--- src/rtl/counter_pkg.sv ---
// counter_pkg: shared direction constants, width limits and count type for updown_counter.
package counter_pkg;
  localparam logic DIR_UP = 1'b1;
  localparam logic DIR_DOWN = 1'b0;
  localparam int WIDTH_MIN = 2;
  localparam int WIDTH_MAX = 32;
  typedef logic [WIDTH_MAX-1:0] count_t;
endpackage

--- src/rtl/counter_next.sv ---
// counter_next: combinational next-count and terminal-count flag; COUNTER_SAT_EN selects saturation instead of wrap.
module counter_next
  import counter_pkg::*;
#(
  parameter int WIDTH = 8,
  parameter logic [WIDTH-1:0] MAX = {WIDTH{1'b1}}
) (
  input  logic [WIDTH-1:0] q,
  input  logic             en,
  input  logic             up,
  input  logic             load,
  output logic [WIDTH-1:0] nxt,
  output logic             tc
);
  logic at_max, at_min;
  assign at_max = q == MAX;
  assign at_min = q == '0;
  assign tc = en & ~load & (up == DIR_UP ? at_max : at_min);
`ifdef COUNTER_SAT_EN
  assign nxt = up == DIR_UP ? (at_max ? MAX : q + 1'b1) : (at_min ? '0 : q - 1'b1);
`else
  assign nxt = up == DIR_UP ? (at_max ? '0 : q + 1'b1) : (at_min ? MAX : q - 1'b1);
`endif
endmodule

--- src/rtl/updown_counter.sv ---
// updown_counter: loadable up/down counter over 0..MAX with terminal-count flag and wrap pulse.
// Saturating mode when COUNTER_SAT_EN is defined.
module updown_counter
  import counter_pkg::*;
#(
  parameter int WIDTH = 8,
  parameter logic [WIDTH-1:0] MAX = {WIDTH{1'b1}}
) (
  input  logic             clk,
  input  logic             clr,
  input  logic             en,
  input  logic             up,
  input  logic             load,
  input  logic [WIDTH-1:0] din,
  output logic [WIDTH-1:0] q,
  output logic             tc,
  output logic             wrap
);
  logic [WIDTH-1:0] cur, nxt, ld;
  // while clr is low, tc is judged as if the count were already 0
  assign cur = clr ? q : '0;
  assign ld = din > MAX ? MAX : din;
  counter_next #(.WIDTH(WIDTH), .MAX(MAX)) u_next (
    .q(cur), .en(en), .up(up), .load(load), .nxt(nxt), .tc(tc)
  );
  always_ff @(posedge clk) begin
    if (!clr) begin
      q <= '0;
      wrap <= 1'b0;
    end else begin
      q <= load ? ld : en ? nxt : q;
      wrap <= tc;
    end
  end
endmodule

--- config.mk ---
export PLATFORM = sky130hd
export DESIGN_NAME = updown_counter
export DESIGN_NICKNAME = d
export VERILOG_FILES = /design/src/rtl/counter_pkg.sv /design/src/rtl/counter_next.sv /design/src/rtl/updown_counter.sv
export SDC_FILE = /design/constraint.sdc
export NUM_CORES = 1
export LEC_CHECK = 0
export BUFFER_PORTS_ARGS = -buffer_cell sky130_fd_sc_hd__buf_2
export CAP_MARGIN = 20
export CORE_ASPECT_RATIO = 1.25
export CORE_MARGIN = 2
export CORE_UTILIZATION = 52
export DETAILED_ROUTE_END_ITERATION = 16
export GPL_TIMING_DRIVEN = 1
export PLACE_DENSITY_LB_ADDON = 0.05
export SLEW_MARGIN = 20
export SYNTH_ARGS = -nofsm -noshare
export SYNTH_HDL_FRONTEND = slang
export SYNTH_SLANG_ARGS = --single-unit
--- constraint.sdc ---
create_clock -name clk -period 2.5 [get_ports clk]
set_clock_uncertainty 0.2 [all_clocks]
set_input_delay 0.125 -clock clk [delete_from_list [all_inputs] [get_ports clk]]
set_output_delay 0.125 -clock clk [all_outputs]
set_load 0.05 [all_outputs]
== Word level (Yosys, flattened, before mapping) ==
Cells that the tools add are included.

* Flip-flop bits (word level): 9
* Input port bits: 13

* Add/sub/neg operators: 2
* Magnitude comparators: 1
* Equality and inequality tests: 1
* Mux-type cells: 8
* Bitwise operators: 3
* Reduce and logical (&&, ||, !) cells: 2

{| class="wikitable"
|+ Operator list
! operator !! count
|-
| $mux W8 || 7
|-
| $add A8 B1 Y8 const B || 1
|-
| $eq A8 B8 Y1 const B || 1
|-
| $gt A8 B8 Y1 const B || 1
|-
| $logic_not A8 Y1 || 1
|-
| $sub A8 B1 Y8 const B || 1
|-
| $and A1 B1 Y1 || 2
|-
| $reduce_bool A2 Y1 || 1
|-
| $mux W1 || 1
|-
| $not A1 Y1 || 1
|}

== Depth between registers and ports, before layout ==
Gate-level depths: netlist of run 1.

* Depth in word-level cells: 6
* Gate-level depth with buffers: 8
* Gate-level depth less buffers: 7

== By module ==
Synthesis of run 1 repeated with hierarchy kept, for this count alone.

* Cell total of the unflattened synthesis: 106
* Area total of the unflattened synthesis: 933.4 um^2

{| class="wikitable"
|+ Modules (own cells, without submodules)
! module !! instances !! cells an instance !! area an instance (um^2) !! seq. area each (um^2)
|-
| updown_counter || 1 || 45 || 518.0 || 180.2
|-
| counter_next || 1 || 61 || 415.4 || 0.0
|}

== Least setup slack after synthesis of run 1 ==
Ideal clock, no wire load.

* Path kind: register -> output
* Start: register q[0]
* End: output port tc
* Data arrival time: 2033 ps
* Required time: 2175 ps
* Slack: 142 ps
* Cell stages (with the launch flop): 8
* Path buffers: 1
* Path through: dfxtp_1 buf_2 nand2_1 inv_1 ha_1 nand4_1 o21ai_1 and3_1

* Cells in the longest elaborated chain, start to end: 4

{| class="wikitable"
|+ RTL lines
! item !! line !! source
|-
| from (decl) || updown_counter.sv:15 || <nowiki>output logic [WIDTH-1:0] q,</nowiki>
|-
| from (signal assigned) || updown_counter.sv:31 || <nowiki>q <= load ? ld : en ? nxt : q;</nowiki>
|-
| $mux W8 (*) || updown_counter.sv:21 || <nowiki>assign cur = clr ? q : '0;</nowiki>
|-
| $eq A8 B8 Y1 / $logic_not A8 Y1 (equally long branches) || counter_next.sv:16, counter_next.sv:17 ||
|-
| $mux W1 (*) || counter_next.sv:18 || <nowiki>assign tc = en & ~load & (up == DIR_UP ? at_max : at_min);</nowiki>
|-
| $and A1 B1 Y1 (*) || counter_next.sv:18 ||
|-
| to (decl) || updown_counter.sv:16 || <nowiki>output logic tc,</nowiki>
|}

Mark *: on every way between the ends. The rest lies on a longest branch, timed or not.

== Worst setup path in the final report of run 1 ==
* Start: register q[1]
* End: output port tc

Same word-level chain as after synthesis.

==> metrics, run 1 <==
worst-path maximum fanout=8; Rows=17; Lkg Pwr=between 0.4 and 0.5 nW; Post-synth EDFFs=0; GP Congestion=around 0.93; Cell Area, Synth=922 sq um; Detail Placement HPWL=around 1800 um; DRT antenna net count=0; initial antenna violation count=0; FF-to-FF End=q[1]; first-pass GRT wire length=4450 um; drt first pass iters=4; Clock Tree Root=clkbuf_4; Synth cell types=47; Initial Utilization=0.535; status=finished clean; Reg clk slew, reported paths=60 ps; CP endpoint kind=primary output; post-synthesis sequential area ratio=0.195; syn_nets=approximately 130; drt total wl=between 2000 and 3000 um; R2R Path Start=q[1]; DR iter-0 viols=44; flop-to-flop setup slack=~500 ps; slowest CP cell=dfxtp_1; Final Hold Viols=0; layout cells sized above 1=0.252; Die X=approximately 42 um; WL/cell=between 15 and 20 um; Worst Setup Path Type=reg -> out; buffer and inverter count on the worst path=1; CTS max path bufs=2; Setup TNS=0 ps; max-cap viol count=0; Startpoint Class=register; Setup crit start=q[1]; final setup margin=between 100 and 150 ps; multi-input logic area=between 600 and 700 sq um; fill count=between 150 and 200; CP top delay family=simple AND/OR/NAND/NOR gates; gr busiest metal=met2; Max Slew Vio Count=0; H-tree depth=1; cts bufs inserted=3; largest net degree at the start of global routing=19; CP cell instances=nand2_1, ha_1, nor2b_1, a311o_1, and3_1, buf_2; pwr dens=472 mW/mm^2; unrepaired setup endpoints after global routing=no; # IOs=23; syn_area_per_cell=7.81 sq um; height of the die=just over 50 um; GRT Total Usage=0.268; Max Clock Freq=~420 MHz; synthesis-stage register bit count=9; CORE AREA=roughly 0.0017 sq mm; cells after synthesis=118; Final period util=0.954; met1 Track Usage GR=0.342; die area=~0.0021 sq mm; setup slack at placement=387 ps; grt met3 use=0.0247; P&R area growth vs syn=16.4%; Via density=around 6.4; Post-synth ARST share=0; aggregate global routing overflow=0; slew at the pin closest to its max-slew limit=between 600 and 700 ps; Ys Warns=0; top_reg_cell synth=dfxtp_1; Slew HR=0.561; CP arrival=approximately 2000 ps; Worst Hold Class=in -> reg; met2 usage=0.453; worst vdd ir=0.312 mV; Worst EP required=between 2000 and 2500 ps; number of global-route vias before repair=between 900 and 1,000; Register-to-Register Path Depth=6; CTS tree=built; critical path depth=6; total setup buffers inserted after CTS=0; clk_lat worst skew=about 260 ps; CP endpoint=tc; Final Critical Period=around 2400 ps; CTS Sinks=9; Final Net Count=156; Finish-stage setup viols=0; Reg area=181 sq um; vias after detailed routing=roughly 1,000; Ant. Diodes=0; residual DRC count=0; number of port buffers=22; CP max stage delay=between 400 and 500 ps
power breakdown:
part | internal, mW | switching (mW) | total, mW | leakage [nW]
sequential | 0.155 | 0.0385 | 0.194 | 0.0747
combinational | 0.0789 | 0.119 | 0.198 | 0.347
clock | 0.0617 | 0.0532 | 0.115 | 0.0150
total | 0.296 | 0.211 | 0.507 | 0.437
flip-flops by register name (all words and copies together) (netlist names):
register and count:
q 8, wrap 1
how the worst min path moves through the flow:
stage | cells after the start | endpoint | start | slack, ps
2_1_floorplan | 2 | q[0] | din[0] | 70
4_1_cts | 4 | q[3] | din[3] | 50
6_report | 4 | q[3] | din[3] | 40
3_3_place_gp | 3 | q[0] | din[0] | 180
3_5_place_dp | 3 | q[0] | din[0] | 190
5_1_grt | 4 | q[3] | din[3] | 90
cell type report:
class	count	share of cell area
clock buffers	4	0.0245
inverters	4	0.0140
multi-input cells	94	0.614
flip-flops and latches	9	0.169
well taps	19	0.0221
repair buffers	28	0.156
cells in the mapped netlist (2+ instances only):
| master | number | area, sq um |
|---|---|---|
| a21oi_1 | 11 | 55.1 |
| a31oi_1 | 3 | 18.8 |
| buf_2 | 6 | 30.0 |
| buf_6 | 2 | 22.5 |
| clkbuf_1 | 2 | 7.51 |
| dfxtp_1 | 9 | 180 |
| ha_1 | 3 | 37.5 |
| inv_1 | 3 | 11.3 |
| mux2i_1 | 3 | 30.0 |
| nand2_1 | 10 | 37.5 |
| nand2b_1 | 2 | 12.5 |
| nand3_1 | 4 | 20.0 |
| nand4_1 | 5 | 31.3 |
| nor2_1 | 6 | 22.5 |
| nor2b_1 | 3 | 18.8 |
| nor3_1 | 6 | 30.0 |
| nor3b_1 | 5 | 37.5 |
| o21ai_1 | 4 | 20.0 |
| o22ai_1 | 2 | 12.5 |
| o311a_1 | 2 | 20.0 |
worst reg2reg max path: stages, from the launching register on:
cell and delay [ps]:
dfxtp_1 460, nand2_1 150, ha_1 260, nor2b_1 140, a311o_1 380, mux2i_1 190
o22ai_1 100
per-layer routing:
layer	routed length [um]	share of wire
met1	1110	0.43
met2	1260	0.49
met3	115	0.045
met4	68	0.027
met5	0	0
cell families (layout without fill, tap and decap cells):
| kind of cell | after synthesis | after routing | synth area share |
|---|---|---|---|
| AOI/OAI and AO/OA | 39 | 39 | 0.339 |
| xor gates and xnor gates | 2 | 2 | 0.0190 |
| adders and majority gates | 3 | 3 | 0.0407 |
| buffers and inverters | 15 | 36 | 0.0896 |
| DFF | 9 | 9 | 0.195 |
| muxes | 3 | 3 | 0.0326 |
| and+or+nand+nor | 47 | 47 | 0.284 |
cell usage in the layout, fill, tap and decap left out, types with 4 or more instances in the layout:
cell type and count:
nor3b_1 5, a21oi_1 11, dfxtp_1 8, dlygate4sd3_1 5, nand2_1 10, buf_2 22, nor2_1 6, nand3_1 4
nor3_1 6, nand4_1 5, o21ai_1 4
stage by stage:
stage | instances | util | area (sq um) | total power [mW] | hold slack, ps
5_1_grt | 158 | 0.623 | 1070 | 0.535 | 93.3
3_3_place_gp | 149 | 0.578 | 996 | 0.385 | 180
2_1_floorplan | 118 | - | 922 | 0.347 | 74.0
3_5_place_dp | 149 | 0.578 | 996 | 0.387 | 186
6_report | 158 | 0.623 | 1070 | 0.507 | 43.4
4_1_cts | 158 | 0.622 | 1070 | 0.506 | 45.7
timing repair:
| item | CTS | global route |
|---|---|---|
| endpoints found under the setup margin | 0 | 1 |
| hold buffers | 5 | 0 |
| resized for setup | 0 | 1 |
| endpoints found under the hold margin | 5 | 0 |
(Power assumes the default switching activity.)
==> inputs of run 2 (changes only) <==
--- a/config.mk
+++ b/config.mk
@@ -12,7 +12,7 @@
 export CORE_UTILIZATION = 52
 export DETAILED_ROUTE_END_ITERATION = 16
 export GPL_TIMING_DRIVEN = 1
-export PLACE_DENSITY_LB_ADDON = 0.05
+export PLACE_DENSITY = 0.78
 export SLEW_MARGIN = 20
 export SYNTH_ARGS = -nofsm -noshare
 export SYNTH_HDL_FRONTEND = slang
==> run 2 against run 1 <==
Against the previous run: sequential cell count did not move; maximum frequency fell by 0.95%; wire length rose by 4.4%; combinational power barely moved.
==> metrics, run 2 (synthesized netlist as in run 1, its figures left out) <==
Ant. Diodes=0 (unchanged); R2R Path Start=q[1]; GRT Total Usage=0.288 (+0.0203); Die X=41.7 um (unchanged); Initial Utilization=0.535 (unchanged); drt first pass iters=4 (unchanged); max-cap viol count=0 (unchanged); CTS tree=built; die area=0.00213 sq mm (unchanged); Worst Hold Class=in -> reg; Design Power=0.518 mW (+2.3%); Slew HR=0.552 (-0.00929); WL/cell=16.9 um (+5.1%); DRT antenna net count=0 (unchanged); commonest non-fill, non-tap cell in the layout=buf_2; Worst EP required=2170 ps (about the same); Setup TNS=0 ps (unchanged); worst min-delay path endpoint=q[3]; Worst Setup Path Type=reg -> out; Startpoint Class=register; CTS max path bufs=2 (unchanged); largest reg by FF count=q; GP Congestion=0.920 (-1.4%); status=finished clean; most frequent cells in the layout=21 x buf_2, 11 x a21oi_1, 10 x nand2_1; Register-to-Register Path Depth=7 (+1); cts bufs inserted=3 (unchanged); DR iter-0 viols=62 (+41%); worst hold path stage count=4 (unchanged); first-pass GRT wire length=4620 um (+3.7%); Final Net Count=155 (-0.64%); worst vdd ir=0.312 mV (+0.17%); initial antenna violation count=0 (unchanged); max reg flops=8 (unchanged); Via density=6.48 (+1.5%); layout cells sized above 1=0.254 (+0.00182); Lkg Pwr=0.433 nW (-0.90%); height of the die=51.1 um (unchanged); pwr dens=483 mW/mm^2 (+2.4%); # IOs=23 (unchanged); CP endpoint kind=primary output; largest net degree at the start of global routing=19 (unchanged); CP arrival=2080 ps (+20 ps); Final period util=0.963 (+0.00917); Max Clock Freq=415 MHz (-0.95%); vias after detailed routing=1,018 (+0.89%); Reg clk slew, reported paths=70 ps (about the same); Max Slew Vio Count=0 (unchanged); unrepaired setup endpoints after global routing=no; Detail Placement HPWL=1870 um (+3.0%); residual DRC count=0 (unchanged); number of global-route vias before repair=988 (+3.5%); P&R area growth vs syn=16.3%; HP Start=din[3]; aggregate global routing overflow=0 (unchanged); slew at the pin closest to its max-slew limit=671 ps (+13.9 ps); Top Registers=q: 8 flops, wrap: 1 flops; Final Hold Viols=0 (unchanged); Final Critical Period=2410 ps (+22.9 ps); Finish-stage setup viols=0 (unchanged); CTS Sinks=9 (unchanged); flop-to-flop setup slack=510 ps (about the same); Clock Tree Root=clkbuf_4; drt total wl=2660 um (+4.4%); CORE AREA=0.00172 sq mm (unchanged); H-tree depth=1 (unchanged); FF-to-FF End=q[5]; number of port buffers=22 (unchanged); worst-path maximum fanout=8 (unchanged); clk_lat worst skew=280 ps (+20 ps); Rows=17 (unchanged)
## run 2: cell types whose count changed in the layout (fill, tap and decap cells not counted)
cell,change
buf_2,-1
buf_4,-1
clkbuf_4,+1
o21ai_1,-1
o21ai_2,+1
## run 2: area by class of cell
type | count | area (sq um)
Fill cell | 169 | 651
Tap cell | 19 | 23.8
Clock buffer | 4 | 26.3
Multi-Input combinational cell | 94 | 663
Sequential cell | 9 | 181
Timing Repair Buffer | 27 | 163
Inverter | 4 | 15.0
## run 2: worst max-delay path: stages (launching register included)
cell and delay, ps:
dfxtp_1 460, nand2_1 150, ha_1 280, nor2b_1 150, a311o_1 360, and3_1 200, clkbuf_4 210
## run 2: routing by layer
| layer | global-route usage | vias up | wire [um] |
|---|---|---|---|
| met3 | 0.0636 | 9 | 237 |
| met2 | 0.466 | 60 | 1350 |
| met1 | 0.352 | 463 | 1000 |
| li1 | - | 486 | - |
| met5 | 0 | - | 0 |
| met4 | 0.156 | 0 | 65 |
## run 2: worst max-delay path by stage
stage	start	to	cells after the start
4_1_cts	q[0]	tc	6
5_1_grt	q[1]	tc	6
6_report	q[1]	tc	6
2_1_floorplan	q[0]	tc	7
3_5_place_dp	q[0]	tc	6
3_3_place_gp	q[0]	tc	6
## run 2: repair_timing
item                       CTS  global route
resized for setup            0             3
hold buffers                 5             0
setup endpoints to repair    0             1
setup buffers                0             0
hold endpoints to repair     5             0
## run 2: where the power goes
group          internal, mW  total [mW]  switching [mW]
Combinational        0.0785       0.199           0.121
Clock                0.0620       0.125          0.0635
Sequential            0.155       0.194          0.0386
Total                 0.295       0.518           0.223
## run 2: through the flow
| step | area [sq um] | utilization | instances | worst slack, ps | hold slack, ps |
|---|---|---|---|---|---|
| finish | 1070 | 0.622 | 157 | 93.2 | 20.5 |
| global placement | 988 | 0.574 | 148 | 468 | 180 |
| global route | 1070 | 0.622 | 157 | 9.95 | 35.9 |
| detailed placement | 988 | 0.574 | 148 | 406 | 195 |
| floorplan | 922 | - | 118 | 142 | 74.0 |
| CTS | 1060 | 0.618 | 157 | 99.7 | 18.2 |
